`config.mk`:
```
export PLATFORM = sky130hd
export DESIGN_NAME = ss_mux_driver
export DESIGN_NICKNAME = d
export VERILOG_FILES = /design/src/rtl/ss_pkg.sv /design/src/rtl/ss_hex_decoder.sv /design/src/rtl/ss_mux_driver.sv
export SDC_FILE = /design/constraint.sdc
export NUM_CORES = 1
export LEC_CHECK = 0
export ABC_AREA = 1
export CORE_UTILIZATION = 45
export DETAILED_ROUTE_END_ITERATION = 8
export PLACE_DENSITY = 0.78
export SLEW_MARGIN = 20
export SYNTH_ARGS = -nofsm -noshare
export SYNTH_HDL_FRONTEND = slang
export SYNTH_SLANG_ARGS = --single-unit
```
`constraint.sdc`:
```
create_clock -name clk -period 2.7 [get_ports clk]
set_clock_uncertainty 0.2 [all_clocks]
set_input_delay 0.27 -clock clk [delete_from_list [all_inputs] [get_ports clk]]
set_output_delay 0.27 -clock clk [all_outputs]
set_load 0.01 [all_outputs]
```
`src/rtl/ss_pkg.sv`:
```
// ss_pkg: shared seven-segment definitions (active-high abcdefg encoding, bit 6 = a).
package ss_pkg;
    typedef logic [3:0] nibble_t;
    localparam int SEG_A = 6;
    localparam int SEG_B = 5;
    localparam int SEG_C = 4;
    localparam int SEG_D = 3;
    localparam int SEG_E = 2;
    localparam int SEG_F = 1;
    localparam int SEG_G = 0;
    localparam logic [6:0] SEG_TABLE [16] = '{
        7'b1111110, 7'b0110000, 7'b1101101, 7'b1111001,
        7'b0110011, 7'b1011011, 7'b1011111, 7'b1110000,
        7'b1111111, 7'b1111011, 7'b1110111, 7'b0011111,
        7'b1001110, 7'b0111101, 7'b1001111, 7'b1000111
    };
endpackage

```
`src/rtl/ss_hex_decoder.sv`:
```
// ss_hex_decoder: combinational hex nibble to active-high segment pattern.
module ss_hex_decoder
    import ss_pkg::*;
(
    input  nibble_t    i_nib,
    output logic [6:0] o_seg
);
    assign o_seg = SEG_TABLE[i_nib];
endmodule

```
`src/rtl/ss_mux_driver.sv`:
```
// ss_mux_driver: scanning multi-digit seven-segment driver with guard interval,
// leading-zero blanking and frame-synchronous shadow-to-active value update.
module ss_mux_driver
    import ss_pkg::*;
#(
    parameter int DIGITS         = 4,
    parameter int CLK_DIV        = 50000,
    parameter int GUARD          = 2,
    parameter bit SEG_ACTIVE_LOW = 1'b1,
    parameter bit AN_ACTIVE_LOW  = 1'b1
)(
    input  logic                  clk,
    input  logic                  rst_n,
    input  logic                  enable,
    input  logic                  load,
    input  logic [4*DIGITS-1:0]   value,
    input  logic [DIGITS-1:0]     dp_in,
    input  logic                  blank_en,
    output logic [6:0]            seg,
    output logic                  dp,
    output logic [DIGITS-1:0]     an,
    output logic                  frame_done
);
    localparam int CW = $clog2(CLK_DIV);
    localparam int IW = DIGITS > 1 ? $clog2(DIGITS) : 1;

    logic [CW-1:0]       r_cnt;
    logic [IW-1:0]       r_idx;
    logic                r_run;
    logic [4*DIGITS-1:0] r_shd_val, r_act_val;
    logic [DIGITS-1:0]   r_shd_dp, r_act_dp;
    logic                r_shd_blk, r_act_blk;
    logic [6:0]          r_seg;
    logic                r_dp;
    logic [DIGITS-1:0]   r_an;
    logic                r_fd;

    logic                w_slot_end, w_frame_end, w_start, w_dp, w_blank;
    nibble_t             w_nib;
    logic [6:0]          w_seg;
    logic [DIGITS-1:0]   w_an;

    assign w_slot_end  = r_cnt == CW'(CLK_DIV - 1);
    assign w_frame_end = r_run && w_slot_end && r_idx == IW'(DIGITS - 1);
    // The first enabled edge after idle behaves as a frame boundary.
    assign w_start     = enable && !r_run;
    assign w_nib       = nibble_t'(r_act_val >> {r_idx, 2'b00});
    assign w_dp        = 1'(r_act_dp >> r_idx);
    assign w_an        = DIGITS'(1) << r_idx;
    // Digit is a leading zero when it and every more significant nibble are zero.
    assign w_blank     = r_act_blk && r_idx != '0 && (r_act_val >> {r_idx, 2'b00}) == '0;

    ss_hex_decoder u_dec (
        .i_nib (w_nib),
        .o_seg (w_seg)
    );

    always_ff @(posedge clk or negedge rst_n) begin
        if (!rst_n) begin
            r_cnt     <= '0;
            r_idx     <= '0;
            r_run     <= 1'b0;
            r_shd_val <= '0;
            r_shd_dp  <= '0;
            r_shd_blk <= 1'b0;
            r_act_val <= '0;
            r_act_dp  <= '0;
            r_act_blk <= 1'b0;
        end else begin
            if (load) begin
                r_shd_val <= value;
                r_shd_dp  <= dp_in;
                r_shd_blk <= blank_en;
            end
            if (w_start || (enable && w_frame_end)) begin
                r_act_val <= r_shd_val;
                r_act_dp  <= r_shd_dp;
                r_act_blk <= r_shd_blk;
            end
            if (!enable || w_start) begin
                r_cnt <= '0;
                r_idx <= '0;
            end else if (w_slot_end) begin
                r_cnt <= '0;
                r_idx <= r_idx == IW'(DIGITS - 1) ? '0 : r_idx + 1'b1;
            end else begin
                r_cnt <= r_cnt + 1'b1;
            end
            r_run <= enable;
        end
    end

    always_ff @(posedge clk or negedge rst_n) begin
        if (!rst_n) begin
            r_seg <= {7{SEG_ACTIVE_LOW}};
            r_dp  <= SEG_ACTIVE_LOW;
            r_an  <= {DIGITS{AN_ACTIVE_LOW}};
            r_fd  <= 1'b0;
        end else begin
            r_seg <= (w_blank ? 7'h00 : w_seg) ^ {7{SEG_ACTIVE_LOW}};
            r_dp  <= (w_dp && !w_blank) ^ SEG_ACTIVE_LOW;
            r_an  <= ((enable && r_run && r_cnt >= CW'(GUARD)) ? w_an : '0) ^ {DIGITS{AN_ACTIVE_LOW}};
            r_fd  <= enable && w_frame_end;
        end
    end

    assign seg        = r_seg;
    assign dp         = r_dp;
    assign an         = r_an;
    assign frame_done = r_fd;
endmodule

```
== Word-level counts from Yosys, hierarchy flattened ==
Memories as Yosys holds them, arrays and structs flattened.
Cells that the tools add are included.
Cells by class
  add/sub/neg operators: 2
  multiply operators: 0
  divide/modulo/power cells: 0
  order comparisons: 2
  equal/unequal tests: 2
  shift-type cells: 3
  mux-type cells: 9
  bitwise logic cells: 4
  reductions and logical operators: 17
Operator list (count)
  16-bit two-way mux: 2
  7-bit two-way mux: 3
  16-bit by 1-bit adder with 16-bit output (second input constant): 1
  16-bit == test (second input constant): 1
  16-bit by 2-bit greater-or-equal comparator with 1-bit output (second input constant): 1
  16-bit zero test: 1
  16-bit by 4-bit right shift with 16-bit output: 1
  1-bit logical AND: 9
  7-bit NOT: 1
  2-bit two-way mux: 3
  5-bit greater-or-equal comparator (second input constant): 1
  4-bit NOT with 5-bit output: 1
  4-bit two-way mux: 1
  4-bit NOT: 1
  2-bit nonzero test: 2
  1-bit by 2-bit left shift with 4-bit output (first input constant): 1
  4-bit by 2-bit right shift with 1-bit output: 1
  1-bit zero test: 3
  2-bit by 1-bit adder with 2-bit output (second input constant): 1
  2-bit == test (second input constant): 1
  1-bit logical OR: 2
  1-bit NOT: 1
Word-level totals
  bits in registers: 74
  bits in latches: 0
  RAM bits: 0
  ROM bits: 112
  bits of input ports: 25
  output and inout bits: 13
  word-level logic and storage cells: 53
  memories kept: 1
Memories
  (no name shown): depth 16, bits a word 7, rd ports 1, clocked after Yosys merged registers in 0, wr ports 0, RTL line ss_hex_decoder.sv:8  | assign o_seg = SEG_TABLE[i_nib];

== Longest topological paths before layout ==
Gate-level depths: netlist of the first run.
  depth in word-level cells: 7
  depth in mapped cells: 11
  gate-level depth less buffers: 10

== Modules after synthesis ==
A second synthesis of the first run with hierarchy kept.
Second synthesis, totals
  cell total of the unflattened synthesis: 418
  area total of the unflattened synthesis: 3693.5 um^2
Modules (own cells, without submodules)
  ss_mux_driver: times used 1, cells each 366, area each 3423.3 um^2, sequential area each 1866.8 um^2
  ss_hex_decoder: times used 1, cells each 52, area each 270.3 um^2, sequential area each 0.0 um^2

== Least setup slack after synthesis of the first run ==
OpenSTA, ideal clock, no wires.
  path kind: reg-to-reg
  from: register r_idx[0]
  to: register r_seg[0] (netlist: seg[0])
  setup time: 0.064 ns
  arrival time: 1.757 ns
  required time: 2.436 ns
  setup slack: 0.679 ns
  stages on the path, launching flop included: 9
  path buffers: 0
  clock period less this slack: 2.021 ns
  cells stage by stage: dfrtp_1 nand2_1 o21ai_0 o21ai_0 ha_1 nand3b_1 nor3_1 nand2_2 nand3_1
On the way
  cells in the longest elaborated chain, start to end: 7
Ends and longest elaborated chain
  start, declared: RTL line ss_mux_driver.sv:28  | logic [IW-1:0] r_idx;
  start signal, assigned: RTL line ss_mux_driver.sv:85  | r_idx <= r_idx == IW'(DIGITS - 1) ? '0 : r_idx + 1'b1;
  16-bit by 4-bit right shift with 16-bit output: RTL line ss_mux_driver.sv:51  | assign w_blank = r_act_blk && r_idx != '0 && (r_act_val >> {r_idx, 2'b00}) == '0;
  4-bit NOT with 5-bit output (implied by the code): RTL line ss_hex_decoder.sv:8
  memory 16 x 7 bit
  7-bit two-way mux (implied by the code) (2 in series): RTL line ss_hex_decoder.sv:8
  7-bit two-way mux (*): RTL line ss_mux_driver.sv:100  | r_seg <= (w_blank ? 7'h00 : w_seg) ^ {7{SEG_ACTIVE_LOW}};
  7-bit NOT (no source line) (*)
  end signal, assigned: RTL line ss_mux_driver.sv:95  | r_seg <= {7{SEG_ACTIVE_LOW}};
  end signal, assigned: RTL line ss_mux_driver.sv:100
  end, declared: RTL line ss_mux_driver.sv:33  | logic [6:0] r_seg;
Mark *: on every way between the ends. The rest lies on a longest branch, timed or not. The select of a mux whose other input is x is not followed.
A chain may end at the register's enable or synchronous reset.

== Worst setup path in the final report of the first run ==
Ends and elaborated chain as after synthesis.

==> implementation parameters, run 1 <==
Parameter                              Value

Synth
  Synthesized area per cell    9.21 sq um
  Area fraction in compound gates after synthesis    0.0381
  Netlist area before placement    3610 sq um
  Combinational family with the most area after synthesis    simple AND/OR/NAND/NOR gates
  Most instantiated library cell after synthesis    nand2_1
  Netlist cell types    32
  Post-synth net total    429
  Top post-synthesis cells by count    nand2_1, dfrtp_1, nand3_1
  Synthesized-area fraction occupied by adder cells    0.0416
  EDFF count, synth    0
  Proportion of synthesized flip-flops having asynchronous set or reset    1.00
  Most used flip-flop cell after synthesis    dfrtp_1
  Cells after synthesis    392
  Post-synthesis share of cell area spent on xor and xnor gates    0.00728
  Top cells by area in the synthesized netlist    dfrtp_1, nand2_1, dfstp_2
  Library cell occupying the most area in the post-synthesis netlist    dfrtp_1
  Count of warnings emitted by yosys    0
  Post-synthesis simple-gate area fraction    0.284
  Post-synthesis sequential area ratio    0.517
  Mux cell area share after synthesis    0.0655
  Flops & latches, synth    74
  Area share of the largest cell type after synthesis    0.430

Floorplan
  Vertical die dimension    91.5 um
  Total die area    8380 sq um
  Initial Util    0.467
  I/O pins    38
  Area of the core region    7730 sq um
  Horizontal die dimension    91.5 um
  Number of rows created at floorplan    32

Critical path
  Delay contributed by the slowest stage of the critical path    0.53 ns
  Sort of element at the start of the critical path    flip-flop
  Largest driver fanout on the critical path    17
  Reg2reg setup slack    0.42 ns
  Dominant cell type by count on the critical path    nand3_1
  R2r worst-path depth    9
  Endpoint arrival time on the critical path    2.38 ns
  Cell-by-cell listing of the critical path    inv_2 -> nand2_1 -> nand3_1 -> o21ai_1 -> ha_1 -> nand3b_1 -> nor3_1 -> nand2_2 -> nand3_1
  Stages on worst setup path    9
  Slowest cell on the critical path    dfrtp_2
  Critical path capture point type    flip-flop
  Critical path start-end classification    reg2reg
  Cell family contributing the most delay on the critical path    simple AND/OR/NAND/NOR gates
  Critical path buffer and inverter count    1
  Critical path data required time    2.80 ns

Placement
  Post-detailed-placement half-perimeter wirelength    5040 um
  Cell total after placement    525
  IO Port Bufs    37
  Global placer's final weighted congestion    0.912
  Instance area after placement    4050 sq um
  Pre-CTS setup slack    0.142 ns

Final layout
  Cell Count, Final, Fillers Out    542
  Sequential cell area in the final layout    1870 sq um
  Final core area utilization    0.550
  Share of cells above drive strength 1    0.170
  Total Nets Final    472
  Non-Filler Cell Area, Final    4250 sq um
  Area of the multi-input gates    1570 sq um
  Number of fill cells in the layout    667
  Layout area overhead    17.7%
  Ant. Diodes    0

Clocking
  Clk sink count    74
  Number of buffers created by CTS    9
  Htree depth    3
  Root cell of the clock tree    clkbuf_8
  Reg clk slew, reported paths    0.08 ns
  Clock tree from TritonCTS    done
  Clock latency on the worst-skew pair    0.36 ns
  Clock tree buffer depth    2

Routing
  DR iter-0 viols    110
  Total DRC errors in the routed layout    0
  Number of antenna-violating nets in the routed design    0
  Detailed-routing iteration count for the pre-antenna-repair pass    4
  Post-detailed-route via-to-cell ratio    5.06
  DR vias    2742
  Routed len/inst    12.9 um
  Total wirelength of the detailed-routed design    7010 um

Run status
  Outcome    finished, final reports clean

GRT
  Global-route usage over all layers    0.189
  Wire length of the first global-routing pass    12500 um
  Pin count of the biggest net entering global routing    30
  Number of global-route vias before repair    2787
  Initial antenna violation count    0
  GRT overflow    0

Min path
  Class of the most critical hold timing path    in2async

STA
  Unrepaired setup endpoints after global routing    false
  Tightest Pin Transition    0.648 ns
  Clock period minus worst slack    2.28 ns
  Final-report hold violation count    0
  Upper clock frequency limit    438 MHz
  Final setup TNS    0 ns
  Rel. slew slack    0.568
  Final number of setup-violating endpoints    0
  Minimum hold slack    0.279 ns
  Final cycle utilization of the critical path    0.845
  Final number of max-transition violations    0
  Final setup margin    0.419 ns

Pwr
  Peak supply drop    478 uV
  Pleak    1.95 nW
  Power per standard cell area    625 nW/um^2
  Total power of the final layout    2.65 mW

Job
  Max-capacitance violation count    0
==> logic make-up after synthesis <==
group                    count (synthesis)
AND/OR/NAND/NOR                        228
flip-flops                              74
buffers and inverters                   33
AO/OA/AOI/OAI                           21
multiplexers                            21
adder cells (fa/ha/maj)                 12
XOR/XNOR                                 3
==> sequential cells by signal (all words and copies together) (netlist names) <==
name and count:
dp 1, r_act_dp 4, r_cnt 16, frame_done 1, r_act_val 16, seg 7
r_act_blk 1, r_shd_dp 4, an 4, r_run 1, r_shd_blk 1, r_shd_val 16
r_idx 2
==> cell type report <==
cell class                 instances  share of cell area
sequential                        74               0.440
multi-input combinational        285               0.371
timing repair buffer              42              0.0954
clock buffer                      10              0.0324
tap                              102              0.0300
inverter                          23              0.0203
clock inverter                     6              0.0115
==> where the power goes <==
part | internal (mW) | switching [mW]
clock network | 0.366 | 0.443
registers | 1.26 | 0.0724
logic | 0.238 | 0.277
==> layer usage <==
metal  part of all wire  track usage  wire length (um)  vias up
met3              0.052       0.0452               364        8
met2               0.48        0.303              3370       83
met5                  0            0                 0        -
li1                   -            -                 -     1373
met1               0.45        0.243              3190     1278
met4              0.012       0.0833                86        0
==> worst paths after layout <==
check,startpoint,end
setup / recovery,r_idx[0],seg[0]
hold / removal,rst_n,r_cnt[5]
setup reg to reg,r_idx[0],seg[0]
hold reg to reg,r_act_dp[2],r_act_dp[2]
max in group asynchronous,rst_n,seg[5]
min in group clk,r_act_dp[2],r_act_dp[2]
==> cells in the final DEF, fill, tap and decap left out, drive strengths merged <==
cell type,n
a21oi,6
buf,5
clkbuf,10
clkdlybuf4s50,36
clkinv,1
clkinvlp,3
dfrtp,62
dfstp,12
dlygate4sd3,1
ha,12
inv,25
mux2,21
nand2,113
nand3,56
nand3b,2
nand4,4
nor2,42
nor3,9
nor3b,1
nor4,1
o211ai,1
o21ai,12
o21bai,1
o22ai,1
xor2,3
==> what timing repair did <==
| action | 4_1_cts | 5_1_grt |
|---|---|---|
| setup buffers | 0 | 0 |
| hold buffers | 1 | 0 |
| setup endpoints to repair | 0 | 8 |
| hold endpoints to repair | 27 | 0 |
| resized for setup | 0 | 2 |
Power figures use the tool's default switching activity.
==> run 2: changes to the inputs <==
clock period = 2.2 ns   (was 2.7 ns; I/O delays follow)
==> run 2 against run 1 <==
Against the previous run: non-clock buffer count is 3 higher; sequential power is 23% higher; fmax is 11% higher; die area stayed put; sequential share of layout area is 0.99 points lower; global-route usage is 0.92 points lower; clock power is 56% higher; power is 33% higher; highest routed layer unchanged.
==> implementation parameters, run 2 (synthesized netlist as in run 1, its figures left out) <==
Parameter                              Value

Run status
  Outcome    finished, final reports clean

Routing
  Detailed-routing iteration count for the pre-antenna-repair pass    4
  Total DRC errors in the routed layout    0
  DR vias    2771
  Number of antenna-violating nets in the routed design    0
  Routed len/inst    12.5 um
  Total wirelength of the detailed-routed design    6780 um
  Post-detailed-route via-to-cell ratio    5.09
  DR iter-0 viols    184

Critical path
  Sort of element at the start of the critical path    flip-flop
  Largest driver fanout on the critical path    12
  Critical path start-end classification    reg2reg
  Critical path capture point type    flip-flop
  R2r worst-path depth    9
  Critical path data required time    2.28 ns
  Reg2reg start    r_idx[0]
  Reg-to-reg critical path endpoint    seg[0]
  Endpoint arrival time on the critical path    2.12 ns
  Reg2reg setup slack    0.15 ns

STA
  Rel. slew slack    0.749
  Final setup TNS    0 ns
  Tightest Pin Transition    0.377 ns
  Unrepaired setup endpoints after global routing    false
  Final-report hold violation count    0
  Clock period minus worst slack    2.05 ns
  Upper clock frequency limit    488 MHz
  Final number of setup-violating endpoints    0
  Final setup margin    0.150 ns
  Minimum hold slack    0.218 ns
  Final number of max-transition violations    0
  Final cycle utilization of the critical path    0.932

GRT
  Number of global-route vias before repair    2611
  Wire length of the first global-routing pass    12000 um
  GRT overflow    0
  Global-route usage over all layers    0.180
  Pin count of the biggest net entering global routing    75
  Initial antenna violation count    0

Final layout
  Ant. Diodes    0
  Largest registers    r_act_val (16), r_cnt (16), r_shd_val (16)
  Most common library cell in the layout ignoring fill and taps    nand2_1
  Layout area overhead    20.4%
  Non-Filler Cell Area, Final    4350 sq um
  Cell Count, Final, Fillers Out    544
  Share of cells above drive strength 1    0.174
  Final core area utilization    0.562
  Total Nets Final    475
  Most used cells in the layout excluding fill and tap cells    nand2_1, dfrtp_1, nand3_1

Floorplan
  Vertical die dimension    91.5 um
  Number of rows created at floorplan    32
  I/O pins    38
  Horizontal die dimension    91.5 um
  Total die area    8380 sq um
  Initial Util    0.467
  Area of the core region    7730 sq um

Placement
  Cell total after placement    528
  IO Port Bufs    37
  Instance area after placement    4090 sq um
  Global placer's final weighted congestion    0.989
  Post-detailed-placement half-perimeter wirelength    4910 um
  Pre-CTS setup slack    0.0519 ns

Clocking
  Clock tree from TritonCTS    done
  Clk sink count    74
  Root cell of the clock tree    clkbuf_8
  Clock tree buffer depth    2
  Number of buffers created by CTS    9
  Clock latency on the worst-skew pair    0.35 ns
  Htree depth    3
  Buffers inserted during post-CTS setup optimization    0
  Reg clk slew, reported paths    0.08 ns

Job
  Max-capacitance violation count    0

Min path
  Class of the most critical hold timing path    in2async

Pwr
  Power per standard cell area    815 nW/um^2
  Pleak    2.00 nW
  Total power of the final layout    3.54 mW
  Peak supply drop    554 uV
[run 2: cell types whose count changed in the layout (fill, tap and decap cells not counted), sizes merged]
cell and change:
buf +3, bufinv +3, clkbuf -1, clkinvlp -2
inv -1
[run 2: what timing repair did]
action	4_1_cts	5_1_grt
hold endpoints to repair	62	0
hold buffers	1	0
endpoints found under the setup margin	0	8
gates resized for setup	0	3
[run 2: area by class of cell]
cell class / count / area, sq um
Sequential cell: 74 / 1870
Inverter: 23 / 88.8
Clock inverter: 6 / 115
Fill cell: 661 / 3380
Timing Repair Buffer: 45 / 440
Tap cell: 102 / 128
Multi-Input combinational cell: 285 / 1580
Clock buffer: 9 / 124
[run 2: how the worst max path moves through the flow]
stage               startpoint     end  slack (ns)  cells past startpoint
finish                r_idx[0]  seg[0]        0.15                      9
global route          r_idx[0]  seg[0]       0.002                      8
CTS                   r_idx[0]  seg[0]        0.04                      9
detailed placement    r_idx[0]  seg[0]        0.05                      9
global placement      r_idx[0]  seg[5]        0.17                      9
floorplan             r_idx[0]  seg[0]        0.18                      8
[run 2: power by group]
part	switching [mW]	total, mW	leakage (nW)	internal, mW
sequential	0.0879	1.63	0.905	1.55
clock	0.512	1.26	0.116	0.753
combinational	0.340	0.644	0.981	0.304
total	0.940	3.54	2.00	2.60
[run 2: worst max-delay path, cell delays in order (launching register included)]
cell and delay, ns:
dfrtp_2 0.48, buf_4 0.18, nand2_1 0.05, nand3_1 0.13
o21ai_4 0.12, ha_1 0.20, nand3b_1 0.08, nor3_1 0.25
nand2_2 0.16, nand3_1 0.12
[run 2: routing by layer]
metal	track usage	share of wire	up-vias
li1	-	-	1377
met1	0.244	0.48	1309
met2	0.284	0.47	72
met3	0.0352	0.039	13
met4	0.0661	0.014	0
met5	0	0	-
==> run 3: changes to the inputs <==
CORE_ASPECT_RATIO = 0.7   (was not set)
==> run 3 against run 2 <==
Against the previous run: global-route usage grew 1.8 points; die area about the same; hold slack lost 0.0097 ns; final cell count fell by 0.37%; sequential power barely moved; critical path depth did not move; cell area grew 0.81%; flip-flop and latch count unchanged; critical path type unchanged; first-iteration DRC count decreased by 2.2%; combinational power increased by 2%; clock power up 6%; core utilization up 2.1 points.
==> implementation parameters, run 3 (synthesized netlist as in run 1, its figures left out) <==
Parameter                              Value

Floorplan
  Initial Util    0.480
  Vertical die dimension    76.9 um
  Total die area    8390 sq um
  Area of the core region    7510 sq um
  I/O pins    38
  Horizontal die dimension    109 um
  Number of rows created at floorplan    26

Critical path
  R2r worst-path depth    9
  Delay contributed by the slowest stage of the critical path    0.46 ns
  Sort of element at the start of the critical path    flip-flop
  Critical path buffer and inverter count    1
  Cell family contributing the most delay on the critical path    simple AND/OR/NAND/NOR gates
  Largest driver fanout on the critical path    10
  Slowest cell on the critical path    dfrtp_2
  Cell-by-cell listing of the critical path    buf_4 -> nand2_1 -> nand2_1 -> o21ai_2 -> ha_1 -> nand3b_1 -> nor3_2 -> nand2_2 -> nand3_1
  Critical path data required time    2.27 ns
  Reg2reg start    r_idx[0]
  Critical path capture point type    flip-flop
  Critical path start-end classification    reg2reg
  Reg-to-reg critical path endpoint    seg[5]
  Reg2reg setup slack    0.24 ns
  Dominant cell type by count on the critical path    nand2_1
  Endpoint arrival time on the critical path    2.04 ns

Final layout
  Most common library cell in the layout ignoring fill and taps    nand2_1
  Share of cells above drive strength 1    0.180
  Layout area overhead    21.4%
  Cell Count, Final, Fillers Out    542
  Most used cells in the layout excluding fill and tap cells    nand2_1, dfrtp_1, nand3_1
  Total Nets Final    477
  Largest registers    r_act_val (16), r_cnt (16), r_shd_val (16)
  Number of fill cells in the layout    642
  Ant. Diodes    0

GRT
  Pin count of the biggest net entering global routing    43
  Global-route usage over all layers    0.197
  Wire length of the first global-routing pass    12900 um
  GRT overflow    0
  Number of global-route vias before repair    2699
  Initial antenna violation count    0

Clocking
  Root cell of the clock tree    clkbuf_16
  Number of buffers created by CTS    9
  Clock tree from TritonCTS    done
  Clk sink count    74
  Reg clk slew, reported paths    0.06 ns
  Htree depth    3
  Clock tree buffer depth    2
  Clock latency on the worst-skew pair    0.33 ns

STA
  Final-report hold violation count    0
  Tightest Pin Transition    0.553 ns
  Upper clock frequency limit    509 MHz
  Minimum hold slack    0.208 ns
  Unrepaired setup endpoints after global routing    false
  Rel. slew slack    0.631
  Final number of max-transition violations    0
  Final cycle utilization of the critical path    0.893
  Final number of setup-violating endpoints    0
  Clock period minus worst slack    1.96 ns
  Final setup TNS    0 ns

Routing
  Routed len/inst    13.3 um
  Total wirelength of the detailed-routed design    7230 um
  Number of antenna-violating nets in the routed design    0
  DR vias    2807
  DR iter-0 viols    180
  Detailed-routing iteration count for the pre-antenna-repair pass    5
  Total DRC errors in the routed layout    0
  Post-detailed-route via-to-cell ratio    5.18

Placement
  IO Port Bufs    37
  Global placer's final weighted congestion    0.907
  Cell total after placement    526
  Post-detailed-placement half-perimeter wirelength    5330 um

Min path
  Class of the most critical hold timing path    in2async

Job
  Max-capacitance violation count    0

Pwr
  Power per standard cell area    827 nW/um^2
  Pleak    2.02 nW
  Peak supply drop    425 uV

Run status
  Outcome    finished, final reports clean
-- run 3: cell types whose count changed in the layout (fill, tap and decap cells not counted), sizes merged --
cell      change
clkinvlp      +3
buf           +2
bufinv        -3
-- run 3: per-stage QoR --
step	total power, mW	utilization	setup WS [ns]	area, sq um
floorplan	2.03	-	0.179	3610
global placement	2.29	0.545	0.262	4100
detailed placement	2.31	0.545	0.135	4100
CTS	3.64	0.582	0.0692	4370
global route	3.81	0.583	0.0470	4380
finish	3.62	0.583	0.236	4380
-- run 3: worst max path at each step --
stage / to / startpoint / cells past startpoint
2_1_floorplan: seg[0] / r_idx[0] / 8
3_3_place_gp: seg[0] / r_idx[0] / 8
3_5_place_dp: seg[5] / r_idx[0] / 9
4_1_cts: seg[5] / r_idx[0] / 9
5_1_grt: seg[1] / r_idx[0] / 11
6_report: seg[5] / r_idx[0] / 9
-- run 3: area by class of cell --
class | count | area [sq um] | area share
Multi-Input combinational cell | 285 | 1580 | 0.360
Clock buffer | 9 | 225 | 0.0514
Clock inverter | 6 | 43.8 | 0.0100
Inverter | 23 | 86.3 | 0.0197
Timing Repair Buffer | 47 | 455 | 0.104
Sequential cell | 74 | 1870 | 0.426
Tap cell | 98 | 123 | 0.0280
-- run 3: timing repair --
action / 4_1_cts / 5_1_grt
buffers inserted: 0 / 0
resized for setup: 0 / 2
hold buffers: 1 / 0
setup endpoints to repair: 0 / 8
hold endpoints to repair: 10 / 0
-- run 3: routing by layer --
| metal | global-route usage | up-vias | wire length [um] |
|---|---|---|---|
| li1 | - | 1386 | - |
| met1 | 0.282 | 1356 | 3600 |
| met2 | 0.294 | 58 | 3220 |
| met3 | 0.0519 | 7 | 336 |
| met4 | 0.0527 | 0 | 72 |
| met5 | 0 | - | 0 |
-- run 3: worst reg2reg max path, cell delays in order, from the launching register on --
cell and delay (ns):
dfrtp_2 0.46, buf_4 0.19, nand2_1 0.06, nand2_1 0.07, o21ai_2 0.16, ha_1 0.20
nand3b_1 0.10, nor3_2 0.17, nand2_2 0.17, nand3_1 0.13
-- run 3: where the power goes --
part           total [mW]  switching [mW]  internal, mW
registers            1.64          0.0885          1.55
clock network        1.33           0.573         0.757
logic               0.655           0.348         0.307
